===== src/rtl/disp_seq_pkg.sv =====
// Shared types and helpers for the display frame sequencer.
package disp_seq_pkg;

    typedef enum logic [1:0] {
        ST_IDLE     = 2'd0,
        ST_SWAP     = 2'd1,
        ST_DISPATCH = 2'd2,
        ST_RUN      = 2'd3
    } seq_state_t;

    // Width of a job index; never narrower than one bit so a single-job build still has a port.
    function automatic int SEQ_IDX_W(input int n);
        return (n <= 1) ? 1 : $clog2(n);
    endfunction

endpackage


===== src/rtl/disp_seq_pick.sv =====
// Lowest-set-bit encoder used to choose the next render job from the pending mask.
module disp_seq_pick
    import disp_seq_pkg::*;
#(
    parameter int N = 4
) (
    input  logic [N-1:0]               mask,
    output logic [SEQ_IDX_W(N)-1:0]    idx,
    output logic                       any
);

    localparam int IW = SEQ_IDX_W(N);

    // Scan from the top so the lowest set bit is the final, winning assignment.
    always_comb begin
        idx = '0;
        any = 1'b0;
        for (int i = N - 1; i >= 0; i--) begin
            if (mask[i]) begin
                idx = IW'(i);
                any = 1'b1;
            end
        end
    end

endmodule


===== src/rtl/disp_sequencer.sv =====
// Frame scheduler: one buffer swap per frame, then each enabled render job in index
// order through a start/done handshake, with a per-step watchdog and a frame counter.
module disp_sequencer
    import disp_seq_pkg::*;
#(
    parameter int N  = 4,
    parameter int TW = 24,
    parameter int FW = 16
) (
    input  logic                       clkSYS,
    input  logic                       reset,
    input  logic                       enable,
    input  logic [N-1:0]               job_en,
    input  logic [TW-1:0]              timeout_max,
    input  logic                       err_clr,
    output logic                       swap_start,
    input  logic                       swap_done,
    output logic [N-1:0]               start,
    input  logic [N-1:0]               done,
    output logic                       busy,
    output logic [SEQ_IDX_W(N)-1:0]    job_idx,
    output logic [FW-1:0]              frame_cnt,
    output logic [N:0]                 err_timeout
);

    localparam int IW = SEQ_IDX_W(N);

    seq_state_t        state_q, state_d;
    logic [N-1:0]      mask_q, mask_d;
    logic [TW-1:0]     timer_q, timer_d;
    logic              swap_start_q, swap_start_d;
    logic [N-1:0]      start_q, start_d;
    logic              busy_q, busy_d;
    logic [IW-1:0]     job_idx_q, job_idx_d;
    logic [FW-1:0]     frame_cnt_q, frame_cnt_d;
    logic [N:0]        err_q, err_d;

    logic [IW-1:0]     pick_idx;
    logic              pick_any;

    logic              swap_ack;
    logic              job_ack;
    logic              tmo_hit;
    logic              swap_tmo;
    logic              job_tmo;

    disp_seq_pick #(.N(N)) u_pick (
        .mask (mask_q),
        .idx  (pick_idx),
        .any  (pick_any)
    );

    // A completion is only honoured in its wait state and never in the cycle of its own start pulse.
    assign swap_ack = (state_q == ST_SWAP) && swap_done && !swap_start_q;
    assign job_ack  = (state_q == ST_RUN) && done[job_idx_q] && !start_q[job_idx_q];

    // Watchdog fires only when enabled and no valid completion is present; done wins a tie.
    assign tmo_hit  = (timeout_max != '0) && (timer_q == timeout_max);
    assign swap_tmo = (state_q == ST_SWAP) && tmo_hit && !swap_ack;
    assign job_tmo  = (state_q == ST_RUN) && tmo_hit && !job_ack;

    // Next-state logic: swap, then dispatch jobs one at a time, then close the frame.
    always_comb begin
        state_d = state_q;
        unique case (state_q)
            ST_IDLE: begin
                if (enable) state_d = ST_SWAP;
            end
            ST_SWAP: begin
                if (swap_ack || swap_tmo) state_d = ST_DISPATCH;
            end
            ST_DISPATCH: begin
                if (pick_any)    state_d = ST_RUN;
                else if (enable) state_d = ST_SWAP;
                else             state_d = ST_IDLE;
            end
            ST_RUN: begin
                if (job_ack || job_tmo) state_d = ST_DISPATCH;
            end
            default: state_d = ST_IDLE;
        endcase
    end

    // Registered outputs, pending mask, watchdog timer and sticky error flags.
    always_comb begin
        swap_start_d = (state_q != ST_SWAP) && (state_d == ST_SWAP);
        start_d      = '0;
        busy_d       = (state_d != ST_IDLE);
        job_idx_d    = job_idx_q;
        frame_cnt_d  = frame_cnt_q;
        mask_d       = mask_q;
        timer_d      = timer_q;
        err_d        = err_q;

        if ((state_q == ST_SWAP) && (state_d == ST_DISPATCH)) begin
            mask_d = job_en;
        end

        if (state_q == ST_DISPATCH) begin
            if (pick_any) begin
                start_d[pick_idx] = 1'b1;
                mask_d[pick_idx]  = 1'b0;
                job_idx_d         = pick_idx;
            end else begin
                frame_cnt_d = frame_cnt_q + FW'(1);
            end
        end

        // Timer restarts on every entry into a wait state and saturates instead of wrapping.
        if (state_d != state_q) begin
            timer_d = '0;
        end else if (((state_q == ST_SWAP) || (state_q == ST_RUN)) && (timer_q != '1)) begin
            timer_d = timer_q + TW'(1);
        end

        // Clear first so a timeout in the same cycle still leaves its bit set.
        if (err_clr) err_d = '0;
        if (swap_tmo) err_d[N] = 1'b1;
        if (job_tmo)  err_d[job_idx_q] = 1'b1;
    end

    // State and register bank; reset forces everything back to zero immediately.
    always_ff @(posedge clkSYS or posedge reset) begin
        if (reset) begin
            state_q      <= ST_IDLE;
            mask_q       <= '0;
            timer_q      <= '0;
            swap_start_q <= 1'b0;
            start_q      <= '0;
            busy_q       <= 1'b0;
            job_idx_q    <= '0;
            frame_cnt_q  <= '0;
            err_q        <= '0;
        end else begin
            state_q      <= state_d;
            mask_q       <= mask_d;
            timer_q      <= timer_d;
            swap_start_q <= swap_start_d;
            start_q      <= start_d;
            busy_q       <= busy_d;
            job_idx_q    <= job_idx_d;
            frame_cnt_q  <= frame_cnt_d;
            err_q        <= err_d;
        end
    end

    assign swap_start  = swap_start_q;
    assign start       = start_q;
    assign busy        = busy_q;
    assign job_idx     = job_idx_q;
    assign frame_cnt   = frame_cnt_q;
    assign err_timeout = err_q;

endmodule

===== config.mk =====
export PLATFORM = sky130hd
export DESIGN_NAME = disp_sequencer
export DESIGN_NICKNAME = d
export VERILOG_FILES = /design/src/rtl/disp_seq_pkg.sv /design/src/rtl/disp_seq_pick.sv /design/src/rtl/disp_sequencer.sv
export SDC_FILE = /design/constraint.sdc
export NUM_CORES = 1
export LEC_CHECK = 0
export CORE_ASPECT_RATIO = 1.2
export CORE_MARGIN = 8
export CORE_UTILIZATION = 59
export DETAILED_ROUTE_END_ITERATION = 12
export DONT_BUFFER_PORTS = 1
export MAX_ROUTING_LAYER = met4
export PLACE_DENSITY = 0.75
export SYNTH_ARGS = -nofsm -noshare
export SYNTH_HDL_FRONTEND = slang
export SYNTH_HIERARCHICAL = 1
export SYNTH_SLANG_ARGS = --single-unit
export TNS_END_PERCENT = 50

===== constraint.sdc =====
create_clock -name clkSYS -period 4 [get_ports clkSYS]
set_clock_uncertainty 0.15 [all_clocks]
set_input_delay 0.8 -clock clkSYS [delete_from_list [all_inputs] [get_ports clkSYS]]
set_output_delay 0.8 -clock clkSYS [all_outputs]
set_load 0.01 [all_outputs]

**Word level (Yosys, flattened, before mapping)**

Cells that the tools add are included.
W data, S select, Z words.

- Add/sub/neg operators: 2
- Order comparisons: 5
- Eq/ne operators: 9
- Muxes and demuxes: 32
- Bitwise operators: 4
- Reduce and logical (&&, ||, !) cells: 27

Operator list:

| kind | count |
|---|---|
| $mux W24 | 2 |
| $add A24 B1 Y24 const B | 1 |
| $eq A24 B24 Y1 | 1 |
| $ne A24 B24 Y1 const B | 1 |
| $reduce_bool A24 Y1 | 1 |
| $mux W4 | 5 |
| $add A16 B1 Y16 const B | 1 |
| $mux W2 | 8 |
| $logic_and A1 B1 Y1 | 14 |
| $mux W1 | 10 |
| $mux W5 | 2 |
| $pmux W2 S4 | 1 |
| $eq A2 B2 Y1 const B | 3 |
| $lt A2 B3 Y1 const B | 2 |
| $or A5 B4 Y5 | 1 |
| $and A4 B4 Y4 | 1 |
| $bmux W1 S2 | 2 |
| $demux W1 S2 | 2 |
| $eq A2 B1 Y1 const B | 2 |
| $ge A2 B1 Y1 const B | 2 |
| $logic_not A1 Y1 | 4 |
| $lt A2 B4 Y1 const B | 1 |
| $not A4 Y4 | 1 |
| $reduce_and A2 Y1 | 2 |
| other kinds (6) | 9 |

- Register bits after elaboration: 59
- Input port bits: 37
- Output and inout bits: 29
- Logic and storage cells: 88

**Longest topological paths before layout**

Gate-level depths: netlist of the first run.

- Depth in word-level cells: 15
- Mapped depth: 8
- Depth with buffers taken out: 8

**Cells and area by module**

The synthesis of the first run kept the hierarchy.

By module, submodules not included:

| module | instances | cells an instance | area each (um^2) | sequential area each (um^2) |
|---|---|---|---|---|
| disp_sequencer | 1 | 303 | 3045.4 | 1476.4 |
| disp_seq_pick | 1 | 7 | 35.0 | 0.0 |

**Least setup slack after synthesis of the first run**

No wires, ideal clock.

- Kind: input to register
- Start: input port timeout_max[16]
- End: register timer_q[0]
- Library setup time: 122 ps
- Data arrival time: 2134 ps
- Data required time: 3728 ps
- Setup slack: 1594 ps
- Stages: 7
- Path buffers: 1
- Path through: xor2_1 -> nor4_1 -> and4_1 -> a21oi_1 -> o22ai_2 -> buf_2 -> nor2_1

- Cells in the longest elaborated chain, start to end: 9
- Elaborated cells on any way between the ends: 15
- Those cells by class: eq/ne (2); mux (4); reduce/logical (9)

Ends and longest elaborated chain:

| item | RTL line | RTL |
|---|---|---|
| start: declaration | disp_sequencer.sv:14 | `input logic [TW-1:0] timeout_max,` |
| $eq A24 B24 Y1 / $reduce_bool A24 Y1 (equally long branches) | disp_sequencer.sv:58 | `assign tmo_hit = (timeout_max != '0) && (timer_q == timeout_max);` |
| $logic_and A1 B1 Y1 (*) | disp_sequencer.sv:58 |  |
| $logic_and A1 B1 Y1 (on tied branches) (2 in a row) | disp_sequencer.sv:60, disp_sequencer.sv:59 |  |
| $logic_or A1 B1 Y1 (on tied branches) | disp_sequencer.sv:78, disp_sequencer.sv:70 |  |
| $mux W2 (on tied branches) | disp_sequencer.sv:78, disp_sequencer.sv:70 |  |
| $pmux W2 S4 (*) | disp_sequencer.sv:65 | `unique case (state_q)` |
| $ne A2 B2 Y1 (*) | disp_sequencer.sv:110 | `if (state_d != state_q) begin` |
| $mux W24 / $reduce_bool A2 Y1 (equally long branches) | - |  |
| end signal: assignment | disp_sequencer.sv:137 | `timer_q <= timer_d;` |
| end: declaration | disp_sequencer.sv:30 | `logic [TW-1:0] timer_q, timer_d;` |

Mark *: on every way between the ends. The rest lies on a longest branch, timed or not.
A chain may end at the register's enable or synchronous reset.

**Final worst setup path of the first run**

- Start: register timer_q[3]
- End: register timer_q[4]

- Cells in the longest elaborated chain, start to end: 9
- Elaborated cells on any way between the ends: 18
- Those cells by class: add/sub (1); eq/ne (3); mux (5); reduce/logical (9)

Ends and longest elaborated chain:

| item | RTL line |
|---|---|
| $eq A24 B24 Y1 | disp_sequencer.sv:58 |
| $logic_and A1 B1 Y1 | disp_sequencer.sv:58 |
| $logic_and A1 B1 Y1 (on tied branches) (2 in a row) | disp_sequencer.sv:60, disp_sequencer.sv:59 |
| $logic_or A1 B1 Y1 (on tied branches) | disp_sequencer.sv:78, disp_sequencer.sv:70 |
| $mux W2 (on tied branches) | disp_sequencer.sv:78, disp_sequencer.sv:70 |
| $pmux W2 S4 | disp_sequencer.sv:65 |
| $ne A2 B2 Y1 | disp_sequencer.sv:110 |
| $mux W24 / $reduce_bool A2 Y1 (equally long branches) | - |

Several ways; a longest one is shown, not always the timed one. The select of a mux whose other input is x is not followed.

==> results of run 1 <==
==> flip-flops by register name, summed over array words and instances, names as in the netlist <==
name / cells
timer_q: 24
mask_q: 4
job_idx: 2
err_timeout: 5
start: 4
frame_cnt: 16
swap_start: 1
state_q: 2
busy: 1
==> critical path: cells and delay by family, from the launching register on <==
kind | cells | cell delay [ns]
AOI/OAI and AO/OA | 3 | 0.91
and+or+nand+nor | 2 | 0.55
buffers and inverters | 1 | 0.30
xor gates and xnor gates | 1 | 0.18
DFF | 1 | 0.48
==> stage by stage <==
stage,setup slack [ns],hold WS (ns),instances,utilization,cell area [sq um]
after floorplan,1.59,0.354,310,-,3080
after global placement,1.08,0.384,369,0.611,3150
after detailed placement,1.03,0.389,369,0.611,3150
after CTS,1.36,0.370,385,0.649,3340
after global routing,1.08,0.398,385,0.649,3340
final,1.31,0.354,385,0.649,3340
==> synth_stat cells, types with 2 or more instances <==
master      n
a21oi_2     2
nor3_1      4
ha_1        2
xor2_1     45
nand3_1    18
nor3b_1     3
a22o_1      2
and3_1      7
clkbuf_1    2
nor4_1     13
o21ai_0     8
a21oi_1    12
nand2_1    24
nand2b_1    4
inv_1      10
nand4_2     2
and2_1      2
buf_2       3
nor2_1     35
and4_1      6
dfrtp_1    59
xnor2_1    16
o2bb2ai_1   3
nand4_1    12
==> area by class of cell <==
cell class	count	area (sq um)
inverter	10	37.5
multi-input combinational	236	1540
clock buffer	11	141
timing repair buffer	2	15.0
sequential	59	1480
clock inverter	5	52.6
tap	62	77.6
fill	433	1810
==> power by group <==
part           switching, mW  internal [mW]
Combinational          0.235          0.140
Sequential             0.137          0.678
Clock                  0.230          0.301
Total                  0.602           1.12
==> metal layers <==
metal | up-vias | global-route usage
li1 | 1107 | -
met1 | 1127 | 0.223
met2 | 87 | 0.291
met3 | 11 | 0.0604
met4 | 0 | 0.106
met5 | - | -
==> how the worst max path moves through the flow <==
stage                     depth (start not counted)    endpoint  slack (ns)
after floorplan                                   1        busy        1.59
after global placement                            7  timer_q[8]        1.08
after detailed placement                          7  timer_q[3]        1.03
after CTS                                         7  timer_q[3]        1.36
after global routing                              7  timer_q[4]        1.08
final                                             7  timer_q[4]        1.31
==> cells by family (layout without fill, tap and decap cells) <==
kind of cell | count (synthesis) | count (layout)
AO/OA/AOI/OAI | 35 | 35
buffers and inverters | 15 | 28
XOR/XNOR | 61 | 61
AND/OR/NAND/NOR | 137 | 137
flip-flops | 59 | 59
multiplexers | 1 | 1
adder cells (fa/ha/maj) | 2 | 2
==> flow_summary_export.csv, run 1 <==
group,metric,value,unit
cells_and_area,antennaDiodeCount,0,
detailed_routing,drcViolationCount,0,
timing,max_slew_margin,0.445,
logic_synthesis,synth_xor_area_frac,0.173,
detailed_routing,routed_wl,6.79,mm
setup_path,critPathKind,"flop to flop",
logic_synthesis,synth_area_per_cell,9.94,sq um
detailed_routing,vias,2332,
timing,finalSetupViolations,0,
logic_synthesis,synth_compound_area_frac,0.0764,
setup_path,path_cells,"xor2_1, nor4_1, o211a_1, a21oi_1, o22ai_2, buf_4, nor2_1",
power_and_ir_drop,leakagePower,1.51,nW
clocking,clk_path_buf_depth,2,
logic_synthesis,syn_area,0.00308,sq mm
outcome,outcome,"completed",
global_routing,grt_overflow,0,
setup_path,cp_slowest_stage_delay,0.48,ns
clocking,cts_tree,"yes",
logic_synthesis,yosysWarningCount,6,
logic_synthesis,synth_fp_nets,349,
setup_path,path_max_fanout,13,
power_and_ir_drop,power,1.72,mW
setup_path,r2r_cells,7,
logic_synthesis,muxShareOfSynthArea,0.00366,
power_and_ir_drop,powerDensity,514,mW/mm^2
floorplan,initial_utilization,0.598,
clocking,cts_root_buf,"clkbuf_8",
floorplan,io_pins,66,
min_path,hold_class,"input pin to async pin",
placement,hpwlAfterDp,5.14,mm
global_routing,grt_usage,0.193,
setup_path,startpoint,"timer_q[3]",
logic_synthesis,synthArstFlopShare,1.00,
timing,rsz0062_at_grt,"no",
clocking,clock_latency,0.34,ns
logic_synthesis,synth_seq_area_share,0.479,
clocking,cts.sinks,59,
logic_synthesis,synth_top_area_frac,0.479,
cells_and_area,drive_above_1_share,0.0867,
setup_path,arrival,2.77,ns
setup_path,r2r-end,"timer_q[4]",
clocking,cts.repair.resized,0,
clocking,cts_max_level,3,
setup_path,crit_required,4.08,ns
floorplan,core,0.00515,sq mm
placement,place.gp.congestion,0.820,
detailed_routing,dr_wl_met2,3.16,mm
timing,finalCritPeriodShare,0.673,
run,drv_cap,0,
cells_and_area,final_common_cell,"dfrtp_1",
logic_synthesis,synth.distinct_cells,40,
logic_synthesis,synth.largest_area_cell,"dfrtp_1",
logic_synthesis,synth_fa_ha_area_frac,0.00812,
detailed_routing,wl_per_cell,17.6,microns
logic_synthesis,ys_seq_elements,59,
detailed_routing,vias_per_cell,6.06,
clocking,clkTransAtPathRegs,0.07,ns
global_routing,grt_pass1_vias,2305,
floorplan,num_rows,29,
detailed_routing,drtPass1Iterations,4,
setup_path,crit_slowest_cell,"dfrtp_1",
timing,report.final.slew_viol_count,0,
timing,post-route-min-period,2.69,ns
detailed_routing,drt-met1-wl,2.88,mm
placement,port_buffers,0,
logic_synthesis,yosys_most_used_dff,"dfrtp_1",
clocking,post_cts_buffers,0,
cells_and_area,final_cell_mix,"dfrtp_1, xor2_1, nor2_1",
logic_synthesis,syn_inst,310,
floorplan,die_area,0.00780,sq mm
power_and_ir_drop,vdd_drop_max,0.220,mV
timing,worst_slew_pin_slew,0.832,ns
setup_path,endpoint_kind,"flop",
clocking,cts_hold_buf,0,
logic_synthesis,synthSimpleGateAreaFrac,0.240,
timing,setup_tns,0,ns
clocking,cts_buffers,9,
global_routing,grt_pass1_wl,11.1,mm
setup_path,worstSetupStartpointType,"flop",
detailed_routing,wl_met3,630,microns
timing,timing.fmax,0.372,GHz
global_routing,grt_start_max_net_pins,42,
logic_synthesis,synthTopCellsByArea,"dfrtp_1, xor2_1, xnor2_1, nor2_1, nand3_1",
detailed_routing,ant_nets,0,
detailed_routing,drt_iter0_drc,137,
floorplan,fp.dieH,95.2,microns
global_routing,antenna_found_initial,0,
cells_and_area,layout.nets,357,
cells_and_area,area_growth,8.57,%
setup_path,timing.rr.start,"timer_q[3]",
setup_path,reg2reg_slack,1.31,ns
timing,finalHoldViolCount,0,
floorplan,fp.dieW,82.0,microns
logic_synthesis,synth_edf_count,0,
logic_synthesis,synth_top_family_by_area,"simple AND/OR/NAND/NOR gates",
detailed_routing,top_layer,"met4",
Note: power is estimated with default switching activity, not from simulation.
==> run 2, diff against run 1 <==
- ABC_AREA: not set -> 1
- CORE_UTILIZATION: 59 -> 58
- PLACE_DENSITY: 0.75 -> 0.76
- clock period: 4 -> 2.28 ns (I/O delays scaled with it)
==> run 2 against run 1 <==
Compared with the run above: register-to-register slack worse by 1.2 ns; clock power grew 53%; via count grew 29%; worst hold slack lost 0.26 ns; utilization grew 0.088 points; final cell count increased by 49%; synthesized cell count grew 52%; non-clock buffer count is 7 higher; sequential share of layout area fell by 6.1 points; critical path type unchanged; critical endpoint is now timer_q[22]; highest routed layer unchanged.
==> flow_summary_export.csv, run 2 <==
group,metric,value,unit
outcome,outcome,"completed",
clocking,cts_tree,"yes",
logic_synthesis,synth_common_cells,"nand2_1, inv_1, nor2_1, dfrtp_1",
clocking,clk_path_buf_depth,2,
cells_and_area,layout.nets,525,
min_path,hold_class,"input pin to flop",
floorplan,fp.dieH,102,microns
setup_path,worstSetupStartpointType,"flop",
global_routing,grt_usage,0.201,
clocking,clkTransAtPathRegs,0.06,ns
logic_synthesis,synth_seq_area_share,0.415,
logic_synthesis,yosys_most_used_dff,"dfrtp_1",
timing,finalSetupViolations,0,
placement,pre_cts_ws,0.00924,ns
run,drv_cap,0,
floorplan,fp.dieW,87.5,microns
floorplan,initial_utilization,0.596,
floorplan,num_rows,31,
clocking,cts_root_buf,"clkbuf_8",
setup_path,crit_slowest_cell,"dfrtp_1",
logic_synthesis,synth_top_area_frac,0.415,
setup_path,path_cells,"ha_1, nand4_1, nor3_2, inv_1, nor2_1, nand3_1, nor2_1, nand3_1, nand2_1, nand2_1, nor2_1",
cells_and_area,area_growth,9.03,%
logic_synthesis,synthArstFlopShare,1.00,
setup_path,critPathKind,"flop to flop",
global_routing,grt_pass1_vias,3091,
detailed_routing,drt_iter0_drc,192,
logic_synthesis,synth.largest_area_cell,"dfrtp_1",
clocking,post_cts_buffers,0,
power_and_ir_drop,powerDensity,819,mW/mm^2
clocking,cts_max_level,3,
detailed_routing,routed_wl,7.92,mm
timing,timing.fmax,0.469,GHz
logic_synthesis,syn_area,0.00356,sq mm
setup_path,path_buf_inv,1,
floorplan,die_area,0.00891,sq mm
logic_synthesis,synth_fp_nets,510,
timing,hold-worst-slack,0.0910,ns
logic_synthesis,synth_area_per_cell,7.56,sq um
setup_path,cp_slowest_stage_delay,0.44,ns
setup_path,endpoint_kind,"flop",
clocking,cts.sinks,59,
cells_and_area,drive_above_1_share,0.124,
power_and_ir_drop,leakagePower,1.83,nW
power_and_ir_drop,power,3.18,mW
placement,place.gp.congestion,0.941,
placement,placed_cells,556,
cells_and_area,antennaDiodeCount,0,
cells_and_area,fin_cells,572,
timing,max_slew_margin,0.669,
logic_synthesis,synth_edf_count,0,
cells_and_area,largest_reg_flops,24,
logic_synthesis,yosysWarningCount,6,
detailed_routing,drcViolationCount,0,
logic_synthesis,syn_inst,471,
logic_synthesis,yosysMostFrequentCell,"nand2_1",
global_routing,grt_start_max_net_pins,60,
setup_path,path_max_fanout,4,
placement,hpwlAfterDp,6.04,mm
timing,worst_slew_pin_slew,0.492,ns
timing,setup_tns,0,ns
logic_synthesis,synth.distinct_cells,32,
clocking,cts_buffers,9,
global_routing,grt_overflow,0,
detailed_routing,drtPass1Iterations,4,
floorplan,core,0.00597,sq mm
setup_path,crit_path_frequent_cell,"nor2_1",
power_and_ir_drop,vdd_drop_max,0.731,mV
logic_synthesis,synthTopCellsByArea,"dfrtp_1, nand2_1, inv_1, nor2_1, xnor2_1",
cells_and_area,final_cell_mix,"nand2_1, inv_1, nor2_1",
clocking,clock_latency,0.33,ns
timing,layout_setup_ws,0.147,ns
logic_synthesis,ys_seq_elements,59,
setup_path,crit_required,2.39,ns
timing,finalHoldViolCount,0,
floorplan,io_pins,66,
timing,finalCritPeriodShare,0.936,
detailed_routing,vias,2997,
global_routing,antenna_found_initial,0,
detailed_routing,wl_per_cell,13.8,microns
placement,port_buffers,0,
setup_path,arrival,2.25,ns
detailed_routing,ant_nets,0,
timing,report.final.slew_viol_count,0,
timing,post-route-min-period,2.13,ns
detailed_routing,vias_per_cell,5.24,
cells_and_area,largest-register,"timer_q",
setup_path,crit_family,"simple AND/OR/NAND/NOR gates",
cells_and_area,final_common_cell,"nand2_1",
global_routing,grt_pass1_wl,13.7,mm
-- run 2: layer usage --
metal / routed length (microns) / part of all wire / global-route usage
met1: 3130 / 0.39 / 0.207
met3: 513 / 0.065 / 0.0491
met2: 4120 / 0.52 / 0.346
met4: 158 / 0.020 / 0.110
met5: 0 / 0 / -
-- run 2: final timing paths --
| path | from | to | slack, ns | cells past startpoint |
|---|---|---|---|---|
| hold / removal | job_en[1] | mask_q[1] | 0.09 | 2 |
| max in group asynchronous | reset | state_q[0] | 1.21 | 3 |
| setup reg to reg | timer_q[0] | timer_q[22] | 0.15 | 11 |
| hold reg to reg | frame_cnt[14] | frame_cnt[14] | 0.42 | 1 |
| setup / recovery | timer_q[0] | timer_q[22] | 0.15 | 11 |
| min in group asynchronous | reset | timer_q[23] | 0.50 | 3 |
-- run 2: cell type report --
type,instances,area [sq um]
fillers,544,2090
multi-input cells,337,1800
flip-flops and latches,59,1480
inverters,70,263
clock buffers,12,145
well taps,82,103
repair buffers,9,82.6
clock inverters,3,15.0
-- run 2: stage by stage --
stage | area, sq um | utilization
after global placement | 3670 | 0.615
after detailed placement | 3670 | 0.615
final | 3880 | 0.650
after CTS | 3840 | 0.643
after floorplan | 3560 | -
after global routing | 3880 | 0.650
-- run 2: logic make-up after synthesis --
kind of cell,Yosys count,synth area share
xor gates and xnor gates,43,0.108
and+or+nand+nor,263,0.326
buffers and inverters,75,0.0921
AOI/OAI and AO/OA,29,0.0527
adders and majority gates,2,0.00703
DFF,59,0.415
-- run 2: timing repair --
item | 4_1_cts | 5_1_grt
hold endpoints to repair | 59 | 0
endpoints found under the setup margin | 0 | 27
hold buffers | 1 | 0
gates resized for setup | 0 | 11
-- run 2: power breakdown --
group	switching, mW	total [mW]	leakage, nW	internal, mW
Clock	0.399	0.812	0.0860	0.413
Sequential	0.191	1.37	0.797	1.18
Combinational	0.674	1.00	0.943	0.328
